===== src/rtl/uart_pkg.sv =====
// Shared UART receiver types and default frame geometry.
package uart_pkg;

  localparam int DEF_DATA_BITS  = 8;
  localparam int DEF_OVERSAMPLE = 16;

  typedef enum logic [2:0] {
    ST_IDLE,
    ST_START,
    ST_DATA,
    ST_STOP
`ifdef UART_RX_PARITY_EN
    , ST_PARITY
`endif
  } state_t;

endpackage


===== src/rtl/uart_rx_sync.sv =====
// Two-flop synchronizer for the serial line; 2 sys_clk latency, no backpressure.
// Resets to 1 so the idle-high line never looks like a start edge out of reset.
module uart_rx_sync (
  input  logic sys_clk,
  input  logic reset,
  input  logic i_rx,
  output logic o_rxs
);

  logic [1:0] r_sync;

  always_ff @(posedge sys_clk or negedge reset) begin
    if (!reset) r_sync <= 2'b11;
    else        r_sync <= {r_sync[0], i_rx};
  end

  assign o_rxs = r_sync[1];

endmodule


===== src/rtl/uart_rx.sv =====
// Oversampling UART receiver; byte valid 1 sys_clk after the stop-bit mid-sample tick.
// No backpressure: an unaccepted byte is overwritten and flagged sticky overrun. Parity via UART_RX_PARITY_EN.
module uart_rx
  import uart_pkg::*;
#(
  parameter int DATA_BITS  = DEF_DATA_BITS,
  parameter int OVERSAMPLE = DEF_OVERSAMPLE
) (
  input  logic                 sys_clk,
  input  logic                 reset,
  input  logic                 smp_tick,
  input  logic                 rx,
  input  logic                 rx_ack,
  output logic [DATA_BITS-1:0] rx_data,
  output logic                 rx_valid,
  output logic                 frame_err,
  output logic                 overrun
`ifdef UART_RX_PARITY_EN
  ,
  output logic                 parity_err
`endif
);

  localparam int CW = (OVERSAMPLE > 2) ? $clog2(OVERSAMPLE) : 1;
  localparam int BW = (DATA_BITS > 1) ? $clog2(DATA_BITS) : 1;
  localparam logic [CW-1:0] MID  = CW'(OVERSAMPLE / 2 - 1);
  localparam logic [CW-1:0] LAST = CW'(OVERSAMPLE - 1);

  state_t               r_state, w_state_nxt;
  logic [CW-1:0]        r_cnt, w_cnt_nxt;
  logic [BW-1:0]        r_bit_idx;
  logic [DATA_BITS-1:0] r_shift;
  logic                 w_rxs, w_mid, w_wrap, w_last_bit, w_done, w_accept;
`ifdef UART_RX_PARITY_EN
  logic                 r_par;
`endif

  uart_rx_sync u_sync (
    .sys_clk (sys_clk),
    .reset   (reset),
    .i_rx    (rx),
    .o_rxs   (w_rxs)
  );

  assign w_mid      = (r_cnt == MID);
  assign w_wrap     = (r_cnt == LAST);
  assign w_last_bit = (r_bit_idx == BW'(DATA_BITS - 1));
  assign w_done     = smp_tick && w_mid && (r_state == ST_STOP);
  assign w_accept   = rx_valid && rx_ack;

  always_ff @(posedge sys_clk or negedge reset) begin
    if (!reset) begin
      r_state <= ST_IDLE;
      r_cnt   <= '0;
    end else begin
      r_state <= w_state_nxt;
      r_cnt   <= w_cnt_nxt;
    end
  end

  always_comb begin
    w_state_nxt = r_state;
    w_cnt_nxt   = r_cnt;
    if (smp_tick) begin
      w_cnt_nxt = w_wrap ? '0 : r_cnt + 1'b1;
      case (r_state)
        ST_IDLE: begin
          w_cnt_nxt = '0;
          if (!w_rxs) w_state_nxt = ST_START;
        end
        ST_START: begin
          if (w_mid && w_rxs) begin
            w_state_nxt = ST_IDLE;
            w_cnt_nxt   = '0;
          end else if (w_wrap) begin
            w_state_nxt = ST_DATA;
          end
        end
        ST_DATA: begin
`ifdef UART_RX_PARITY_EN
          if (w_wrap && w_last_bit) w_state_nxt = ST_PARITY;
`else
          if (w_wrap && w_last_bit) w_state_nxt = ST_STOP;
`endif
        end
`ifdef UART_RX_PARITY_EN
        ST_PARITY: begin
          if (w_wrap) w_state_nxt = ST_STOP;
        end
`endif
        // Leave at mid-stop so a start edge in the second half is caught.
        ST_STOP: begin
          if (w_mid) begin
            w_state_nxt = ST_IDLE;
            w_cnt_nxt   = '0;
          end
        end
        default: begin
          w_state_nxt = ST_IDLE;
          w_cnt_nxt   = '0;
        end
      endcase
    end
  end

  always_ff @(posedge sys_clk or negedge reset) begin
    if (!reset) begin
      r_bit_idx <= '0;
      r_shift   <= '0;
`ifdef UART_RX_PARITY_EN
      r_par     <= 1'b0;
`endif
    end else if (smp_tick) begin
      if (r_state == ST_DATA) begin
        if (w_mid)  r_shift[r_bit_idx] <= w_rxs;
        if (w_wrap) r_bit_idx <= w_last_bit ? '0 : r_bit_idx + 1'b1;
      end
`ifdef UART_RX_PARITY_EN
      if (r_state == ST_PARITY && w_mid) r_par <= w_rxs;
`endif
    end
  end

  // A completion wins over an accept; overrun only when the old byte was never taken.
  always_ff @(posedge sys_clk or negedge reset) begin
    if (!reset) begin
      rx_data    <= '0;
      rx_valid   <= 1'b0;
      frame_err  <= 1'b0;
      overrun    <= 1'b0;
`ifdef UART_RX_PARITY_EN
      parity_err <= 1'b0;
`endif
    end else if (w_done) begin
      rx_data    <= r_shift;
      rx_valid   <= 1'b1;
      frame_err  <= ~w_rxs;
      if (rx_valid) overrun <= ~rx_ack;
`ifdef UART_RX_PARITY_EN
      parity_err <= ^{r_shift, r_par};
`endif
    end else if (w_accept) begin
      rx_valid <= 1'b0;
      overrun  <= 1'b0;
    end
  end

endmodule


===== config.mk =====
export PLATFORM = sky130hd
export DESIGN_NAME = uart_rx
export DESIGN_NICKNAME = d
export VERILOG_FILES = /design/src/rtl/uart_pkg.sv /design/src/rtl/uart_rx_sync.sv /design/src/rtl/uart_rx.sv
export SDC_FILE = /design/constraint.sdc
export NUM_CORES = 1
export LEC_CHECK = 0
export CAP_MARGIN = 20
export CORE_MARGIN = 2
export CORE_UTILIZATION = 54
export CTS_CLUSTER_SIZE = 16
export DETAILED_ROUTE_END_ITERATION = 8
export PLACE_DENSITY = 0.88
export SYNTH_ARGS = -nofsm -noshare
export SYNTH_HDL_FRONTEND = slang
export SYNTH_SLANG_ARGS = --single-unit

===== constraint.sdc =====
create_clock -name sys_clk -period 2 [get_ports sys_clk]
set_input_delay 0.2 -clock sys_clk [delete_from_list [all_inputs] [get_ports sys_clk]]
set_output_delay 0.2 -clock sys_clk [all_outputs]
set_load 0.1 [all_outputs]

## Word-level counts from Yosys, hierarchy flattened

Cells that the tools add are included.

| word-level totals | value |
|---|---|
| register bits after elaboration | 31 |
| input port bits | 5 |
| output and inout port bits | 11 |
| word-level logic and storage cells | 56 |

| cells by class | value |
|---|---|
| $add $sub $neg | 2 |
| order comparisons | 2 |
| equal/unequal tests | 11 |
| mux-type cells | 18 |
| bitwise operators | 2 |
| reduce and logical (&&, ||, !) cells | 12 |

Operators with widths:

| cell | count |
|---|---|
| $mux W3 | 6 |
| $mux W4 | 3 |
| $pmux W3 S4 | 1 |
| $pmux W4 S3 | 1 |
| $bwmux W8 | 1 |
| $ne A2 B2 Y1 const B | 4 |
| $eq A3 B2 Y1 const B | 2 |
| $logic_and A1 B1 Y1 | 6 |
| $reduce_and A3 Y1 | 2 |
| $mux W1 | 5 |
| $reduce_and A5 Y1 | 1 |
| $add A4 B1 Y4 const B | 1 |
| $eq A4 B3 Y1 const B | 1 |
| $eq A4 B4 Y1 const B | 1 |
| $lt A3 B4 Y1 const B | 1 |
| $add A3 B1 Y3 const B | 1 |
| $demux W1 S3 | 1 |
| $eq A3 B1 Y1 const B | 1 |
| $eq A3 B3 Y1 const B | 1 |
| $ge A3 B1 Y1 const B | 1 |
| $logic_not A3 Y1 | 1 |
| $ne A3 B3 Y1 const B | 1 |
| $not A1 Y1 | 2 |
| $reduce_and A2 Y1 | 1 |
| $reduce_bool A2 Y1 | 1 |

## Depth between registers and ports, before layout

| depth | value |
|---|---|
| word-level depth | 5 |
| mapped depth | 5 |
| gate-level depth less buffers | 5 |

## Modules after synthesis

Synthesis repeated with hierarchy kept, for this count alone.

| unflattened totals | value |
|---|---|
| cell total of the unflattened synthesis | 129 |
| area, all modules | 1351.3 sq um |

Modules (own cells, without submodules):

| module | instances | cells each | area each (sq um) | sequential area each (sq um) |
|---|---|---|---|---|
| uart_rx | 1 | 127 | 1298.7 | 700.7 |
| uart_rx_sync | 1 | 2 | 52.6 | 52.6 |

## Least setup slack after synthesis

Ideal clock, no wire load.

| timing | value |
|---|---|
| path kind | reg2reg |
| start point | reg r_cnt[0] |
| end point | reg r_shift[6] |
| setup time | 0.125 ns |
| arrival time | 1.433 ns |
| required time | 1.875 ns |
| slack | 0.443 ns |
| stages on the path, launching flop included | 6 |
| path buffers | 1 |
| period minus slack after synthesis | 1.557 ns |
| cell sequence | dfrtp_1 > ha_1 > buf_2 > nand4b_4 > nor4b_2 > mux2_2 |

| between the ends | value |
|---|---|
| longest elaborated chain between the ends | 2 |

RTL lines:

| element | RTL line | source |
|---|---|---|
| from (decl) | uart_rx.sv:30 | `logic [CW-1:0] r_cnt, w_cnt_nxt;` |
| from (signal assigned) | uart_rx.sv:57 | `r_cnt <= w_cnt_nxt;` |
| $eq A4 B3 Y1 | uart_rx.sv:45 | `assign w_mid = (r_cnt == MID);` |
| $reduce_and A3 Y1 (no source line) | -- |  |
| to (signal, indexed assignment) | uart_rx.sv:115 | `if (w_mid) r_shift[r_bit_idx] <= w_rxs;` |
| to (decl) | uart_rx.sv:32 | `logic [DATA_BITS-1:0] r_shift;` |

No other way between the ends.
A chain may end at the register's enable or synchronous reset.

## Worst setup path after layout

| timing | value |
|---|---|
| start point | reg r_cnt[0] |
| end point | reg r_shift[5] |

Same word-level chain as after synthesis.

==> results.cfg <==
[global_routing]
antenna_found_initial = 0
grt_pass1_vias = 897
grt_start_max_net_pins = 31
grt_pass1_wl_microns = 3820
grt_overflow_total = 0
grtUsageTotal_pct = 18.6

[floorplan]
boundaryPins = 16
core-area_sq_um = 2480
start_util_pct = 56.5
die_h_microns = 54.9
dieArea_sq_um = 3020
num_rows = 18
fp.dieW_microns = 54.9

[sta]
rsz0062_at_grt = false
fin_skew_ns = 0.0113
period_needed_ns = 1.82
min_period_over_period_pct = 90.8
fin_setup_tns_ns = 0
hold_ws_ns = 0.252
max_clock_freq_mhz = 551
finalSetupViolations = 0
tightestPinTransition_ns = 0.370
hold_violations = 0
slew_violations = 0
slew_headroom_pct = 75.4

[cts]
cts_resized = 0
cts-root-buf = clkbuf_4
cts_max_level = 2
cts_tree = built
cts.clk_slew.worst_paths_ns = 0.09
postCtsSetupBuffers = 0
clk_latency_ns = 0.33
postCtsHoldBufs = 0
cts_inserted_buffers = 5
cts_sinks = 30
cts_buffer_depth = 2

[final_layout]
area_growth_pct = 13.6
stdcell_count = 159
num_antenna_cells = 0
final_common_cell = dfrtp_1
nFillCells = 199
ff_latch_area_sq_um = 753
layout_common_cells = 28 x dfrtp_1, 19 x mux2_2, 12 x buf_4
finish.utilization_pct = 64.2
final_layout_size_suffix_gt1_share_pct = 35.7
nets = 136
multi_input_area_sq_um = 596

[logic_synthesis]
ys_seq_area_share_pct = 53.8
synth_area_sq_um = 1400
ys_ff_latch = 30
ys.flop_type = dfrtp_1
syn_nets = 120
synth_enable_flop_cells = 0
postSynthCellCount = 112
avgSynthCellArea_sq_um = 12.5
async_flop_share_pct = 100
yosysUniqueCellTypes = 39
yosysWarnings = 0

[worst_hold_path]
hold_path.class = primary input to asynchronous set/reset pin

[placement]
dpl.cell_count = 151
port_buffers = 15
routabilityCongestion = 0.710
hpwl_microns = 1680

[power]
ir_worst_vdd_mv = 0.620
power_mw = 1.34
leakage_nw = 0.758
pwr_density_cell_nw_per_um2 = 842

[drt]
wl_per_cell_microns = 14.9
viasPerCell = 5.82
drc = 0
drtAntennaViolNets = 0
via_count = 925
first_pass_iters = 4
drt_iter0_drc = 7
routed_wl_microns = 2370

[critical_path]
cp.arrival_ns = 2.04
worst-setup-path-type = register to register
crit_path_max_fanout = 9
end_kind = register
start_kind = register
worstPathRequired_ns = 2.22

[status]
status = completed

[flow_run]
drv_cap = 0
[final cells by class]
| class | count | area share (%) |
|---|---|---|
| clock buffers | 8 | 3.70 |
| multi-input cells | 71 | 37.5 |
| inverters | 4 | 0.944 |
| well taps | 30 | 2.36 |
| repair buffers | 16 | 8.18 |
| flip-flops and latches | 30 | 47.4 |
[layer usage]
| metal | GRT usage [%] | vias to the layer above | wire length [microns] |
|---|---|---|---|
| met5 | 0 | - | 0 |
| met1 | 22.6 | 452 | 1060 |
| met3 | 5.65 | 7 | 105 |
| li1 | - | 446 | - |
| met2 | 29.2 | 20 | 1140 |
| met4 | 11.0 | 0 | 56 |
[where the power goes]
part	internal, mW	switching, mW
logic	0.0989	0.136
clock network	0.173	0.195
registers	0.652	0.0833
[cell usage after synthesis, types with 2 or more instances]
cell type   n  area share (%)
dfstp_2     2             3.8
mux2_2     19              15
a21oi_1     2            0.71
o21ai_0     5             1.8
ha_1        3             2.7
nand4_1     3             1.3
o2bb2ai_1   2             1.3
nor2_1      3            0.80
nand3_1     2            0.71
nand2_1     6             1.6
buf_2       4             1.4
inv_1       4             1.1
dfrtp_1    28              50
nor4_1      2            0.89
nor3_1      3             1.1
[registers in the layout (all words and copies together), names as in the netlist]
| register | flops |
|---|---|
| r_cnt | 4 |
| u_sync.r_sync | 2 |
| r_state | 2 |
| frame_err | 1 |
| overrun | 1 |
| rx_data | 8 |
| rx_valid | 1 |
| r_bit_idx | 3 |
| r_shift | 8 |
[stage by stage]
| stage | setup WS (ns) | cell area, sq um |
|---|---|---|
| 6_report | 0.184 | 1590 |
| 5_1_grt | 0.0952 | 1590 |
| 4_1_cts | 0.188 | 1590 |
| 3_5_place_dp | 0.111 | 1530 |
| 3_3_place_gp | 0.142 | 1530 |
| 2_1_floorplan | 0.443 | 1400 |
[logic make-up (layout without fill, tap and decap cells)]
family / after synthesis / after routing / synth area share [%]
flops: 30 / 30 / 53.8
simple gates: 32 / 32 / 16.2
fa+ha+maj: 3 / 3 / 2.68
compound gates: 17 / 17 / 8.40
buf+inv: 11 / 28 / 3.66
mux: 19 / 19 / 15.3
[worst paths after layout]
kind | from | to | slack, ns | depth (start not counted)
max | r_cnt[0]$_DFFE_PN0P_ | r_shift[5]$_DFFE_PN0P_ | 0.18 | 4
min | reset | rx_valid$_DFFE_PN0P_ | 0.25 | 2
max reg2reg | r_cnt[0]$_DFFE_PN0P_ | r_shift[5]$_DFFE_PN0P_ | 0.18 | 4
min reg2reg | u_sync.r_sync[0]$_DFF_PN1_ | u_sync.r_sync[1]$_DFF_PN1_ | 0.36 | 0
max in group asynchronous | reset | u_sync.r_sync[0]$_DFF_PN1_ | 1.43 | 2
min in group sys_clk | rx | u_sync.r_sync[0]$_DFF_PN1_ | 0.28 | 1
[worst max-delay path: stages, from the launching register on]
cell and delay [ns]:
dfrtp_1 0.42, ha_1 0.40, nand4b_4 0.19, nor4_1 0.33, mux2_2 0.37
Power figures use the tool's default switching activity.
==> patch 1 (config.mk and constraints unchanged) <==
Add a define of `UART_RX_PARITY_EN`.
--- a/src/rtl/uart_pkg.sv
+++ b/src/rtl/uart_pkg.sv
@@ -1,2 +1,4 @@
 // Shared UART receiver types and default frame geometry.
+`define UART_RX_PARITY_EN
+
 package uart_pkg;
Behaviour (old outputs only; new: parity_err): same outputs for any inputs over 10 cycles, from zero or initial values and one cycle with reset low; that may be too few to reach the edited logic, so the function may still have changed.
==> patch 1 against the unedited design <==
Sequential cell count rose by 3; synthesized area rose by 19%; setup slack got worse by 0.0063 ns; clock power fell by 4%; total power fell by 3.8%; fmax fell by 0.35%; wire length rose by 30%; synthesized cell count rose by 44%; final area rose by 21%; largest power group unchanged.
==> patch 1: results (changes against the unedited design) <==
* Outcome: completed
* Synth Area in XOR/XNOR at 0.0501 (+0.0501)
* Area contributors post-synth: dfrtp_1 (46%), mux2_2 (8.1%), nand2_1 (7.0%)
* Layout clock buffer count at 6 (-2)
* Combined area of the multi-input logic cells at 766 um2 (+29%)
* Multi-input gates at 111 (+56%)
* Asr flop ratio synth at 1.00 (unchanged)
* Clock network fraction of total power at 0.274 (about the same)
* Synth unique cells at 37 (-5.1%)
* Pre-CTS setup slack at 0.0302 ns (-0.0805 ns)
* Area grow syn2layout at 15.4%
* Sequential fraction of the synthesis area at 0.496 (-0.0425)
* Post_cts resized at 0 (unchanged)
* HPWL after DPL at 2.22 mm (+32%)
* Routability cong. at 0.810 (+14%)
* Crit-path max FO at 7 (-2)
* # clock sinks at 33 (+10%)
* Leakage at 0.968 nW (+28%)
* Final Cell Area at 1930 um2 (+21%)
* Slew HR at 0.687 (-0.0666)
* Vias/cell at 5.60 (-3.8%)
* Placed instance count at 212 (+40%)
* Non-filler cells, final at 220 (+38%)
* Largest net degree at the start of global routing at 34 (+9.7%)
* Clk_skew at 0.0128 ns (+0.00150 ns)
* Port bufs at 16 (+1)
* Per-cell routed wire length at 13.9 um (-6.2%)
* Non-clk bufs at 27 (+11)
* Vias in the first global route at 1207 (+35%)
* List of most frequent post-synthesis cells: dfrtp_1 (31), nand2_1 (31), mux2_2 (12)
* Main synth FF type: dfrtp_1
* Share of cells above drive strength 1 at 0.273 (-0.0839)
* CP max stage delay at about 0.43 ns
* Clock-cell share at 0.0266 (-0.0104)
* Initial DRC Count at 43 (+36)
* Maximum vdd drop at 0.421 mV (-32%)
* Worst Hold Class: input port to asynchronous set/reset pin
* Setup Buffers After CTS at 0 (unchanged)
* Layout inverter count without the clock tree at 8 (+4)
* Synth Area in Adders at 0.0225 (-0.00435)
* Placed cell areas at 1880 um2 (+22%)
* CTS root buf: clkbuf_4
* FILL cells at 233 (+17%)
* Mux share of post-synthesis cell area at 0.0898 (-0.0630)
* Nets@finish at 194 (+43%)
* Mapped Cells at 161 (+44%)
* Net Sw Frac at 0.284 (-0.0256)
* Gr usage total at 0.196 (+0.00993)
* P_sw at 0.000366 W (-12%)
* Compound-Gate Fraction of Synth Area at 0.0973 (+0.0133)
* Syn_nets at 169 (+41%)
* P_comb at 0.000178 W (-24%)
* Sequential share of cell area at 0.429 (-0.0443)
* Buffering overhead at 0.110 (+0.0284)
* Global-route wire length before repair at 5.15 mm (+35%)
## patch 1: cell count changes after synthesis, sizes merged, moves of 3 or more
cell	delta
nand3b	+4
o21ai	+4
nand2	+25
a21oi	+4
nand4	-3
dfrtp	+3
inv	+4
mux2	-6
xnor2	+6
## patch 1: layer usage
layer	wire, um	track usage	share of wire
met1	1360	0.229	0.44
met2	1490	0.323	0.49
met3	172	0.0721	0.056
met4	48	0.0825	0.016
met5	0	0	0
## patch 1: worst paths after layout
kind,startpoint,depth (start not counted),endpoint,slack [ns]
worst max-delay path,r_cnt[0],5,r_shift[4],0.18
worst min-delay path,reset,2,r_state[0],0.25
worst max register to register,r_cnt[0],5,r_shift[4],0.18
worst min register to register,u_sync.r_sync[0],0,u_sync.r_sync[1],0.36
max in group asynchronous,reset,2,u_sync.r_sync[1],1.41
min in group sys_clk,rx,1,u_sync.r_sync[0],0.28
==> patch 2 (same flow settings) <==
Made on the original files. Compare `r_cnt` against `MID` with >= in place of ==.
--- a/src/rtl/uart_rx.sv
+++ b/src/rtl/uart_rx.sv
@@ -44,3 +44,3 @@
 
-  assign w_mid      = (r_cnt == MID);
+  assign w_mid      = (r_cnt >= MID);
   assign w_wrap     = (r_cnt == LAST);
Behaviour: no difference found for any inputs over 10 cycles, from zero or initial values and one cycle with reset low; that may be too few to reach the edited logic, so the function may still have changed.
==> patch 2 against the unedited design <==
Sequential share of layout area is 1.7 points lower; synthesized area is 1.1% higher; sequential cell count stayed put; non-clock buffer count is 4 higher; total power is 21% higher; sequential power is 5.3% higher; wire length is 14% higher; cell count is 19% higher; final area is 3.8% higher; die area is 0.99% higher; global-route usage is 1.9 points higher; setup slack better by 0.090 ns; synthesized cell count is 24% higher.
==> patch 2: results (changes against the unedited design) <==
* Outcome: completed
* Maximum vdd drop at 0.915 mV (+47%)
* Setup Buffers After CTS at 0 (unchanged)
* List of most frequent post-synthesis cells: nand2_1 (37), dfrtp_1 (28), mux2_2 (8)
* Pre-CTS setup slack at 0.162 ns (+0.0514 ns)
* Area contributors post-synth: dfrtp_1 (50%), nand2_1 (9.8%), mux2_2 (6.4%)
* Num CTS Buffers at 5 (unchanged)
* Syn_nets at 147 (+23%)
* Initial DRC Count at 21 (+14)
* Synth unique cells at 32 (-18%)
* Asr flop ratio synth at 1.00 (unchanged)
* Tightest Pin Transition at 0.403 ns (+0.0335 ns)
* Clk_skew at 0.0144 ns (+0.00315 ns)
* DRT Pass-1 Iters at 4 (unchanged)
* # diodes at 0 (unchanged)
* Post_cts resized at 0 (unchanged)
* Internal power at 0.00106 W (+15%)
* Clock Latency Late Sink at 0.35 ns (+0.02 ns)
* Largest regs: r_shift: 8 flops, rx_data: 8 flops, r_cnt: 4 flops
* FILL cells at 195 (-2.0%)
* Share of cells above drive strength 1 at 0.233 (-0.124)
* Worst-path clk slew at 0.10 ns
* Clock tree buffer depth at 2 (unchanged)
* Post-Route WL at 2.71 mm (+14%)
* H-tree depth at 2 (unchanged)
* Synth warn at 0 (unchanged)
* Nets@finish at 166 (+22%)
* Largest net degree at the start of global routing at 31 (unchanged)
* Vias in the first global route at 987 (+10%)
* Port bufs at 15 (unchanged)
* Global-route wire length before repair at 4.18 mm (+9.4%)
* Vias at 1058 (+14%)
* HPWL after DPL at 1.96 mm (+17%)
* Leakage at 0.826 nW (+9.0%)
* Crit-path max FO at 7 (-2)
* Initial antenna violation count at 0 (unchanged)
* Worst Hold Class: input port to asynchronous set/reset pin
* Main synth FF type: dfrtp_1
* CP Data Arrival Time at 1.95 ns (-0.09 ns)
* Sequential fraction of the synthesis area at 0.532 (-0.00571)
* CTS root buf: clkbuf_4
* Routability cong. at 0.780 (+9.9%)
* Gr usage total at 0.206 (+0.0195)
[patch 2: path summary, 6_finish.rpt]
| path | from | endpoint | slack, ns | cells past startpoint |
|---|---|---|---|---|
| min in group sys_clk | rx | u_sync.r_sync[0] | 0.26 | 1 |
| worst min register to register | u_sync.r_sync[0] | u_sync.r_sync[1] | 0.36 | 0 |
| worst max-delay path | r_cnt[0] | r_shift[6] | 0.27 | 5 |
| worst min-delay path | reset | r_shift[5] | 0.23 | 2 |
| max in group asynchronous | reset | u_sync.r_sync[1] | 1.45 | 2 |
| worst max register to register | r_cnt[0] | r_shift[6] | 0.27 | 5 |
[patch 2: power groups by stage]
| stage | clock, W | combinational (W) | sequential (W) |
|---|---|---|---|
| floorplan | 0 | 0.000266 | 0.000799 |
| finish | 0.000475 | 0.000377 | 0.000774 |
| detailed placement | 0 | 0.000377 | 0.000780 |
| global route | 0.000509 | 0.000408 | 0.000784 |
| global placement | 0 | 0.000353 | 0.000772 |
| CTS | 0.000482 | 0.000378 | 0.000770 |
[patch 2: layout make-up]
type | count | area share
Sequential cell | 30 | 0.456
Multi-Input combinational cell | 98 | 0.370
Timing Repair Buffer | 20 | 0.0970
Clock inverter | 3 | 0.0243
Clock buffer | 5 | 0.0227
Tap cell | 30 | 0.0227
Inverter | 3 | 0.00682
[patch 2: worst max-delay path, cell delays in order, from the launching register on]
cell     delay, ns
dfrtp_1       0.41
ha_1          0.31
a21o_1        0.23
nand2_1       0.10
nor3b_1       0.20
mux2_2        0.36
[patch 2: cells by family after synthesis]
logic type                 after synthesis  synth area share
buffers and inverters                   11            0.0363
xor gates and xnor gates                 1           0.00619
DFF                                     30             0.532
adders and majority gates                3            0.0265
and+or+nand+nor                         63             0.220
muxes                                   12            0.0946
AOI/OAI and AO/OA                       19            0.0840
[patch 2: metal layers]
metal	track usage	vias up	routed length, um
met5	0	-	0
met4	0.150	0	42
met3	0.0618	6	120
met2	0.335	16	1410
met1	0.226	520	1130
li1	-	516	-
[patch 2: through the flow]
stage	cell area, um2	std cells
2_1_floorplan	1420	139
6_report	1650	189
3_5_place_dp	1570	181
4_1_cts	1650	189
5_1_grt	1650	189
3_3_place_gp	1570	181
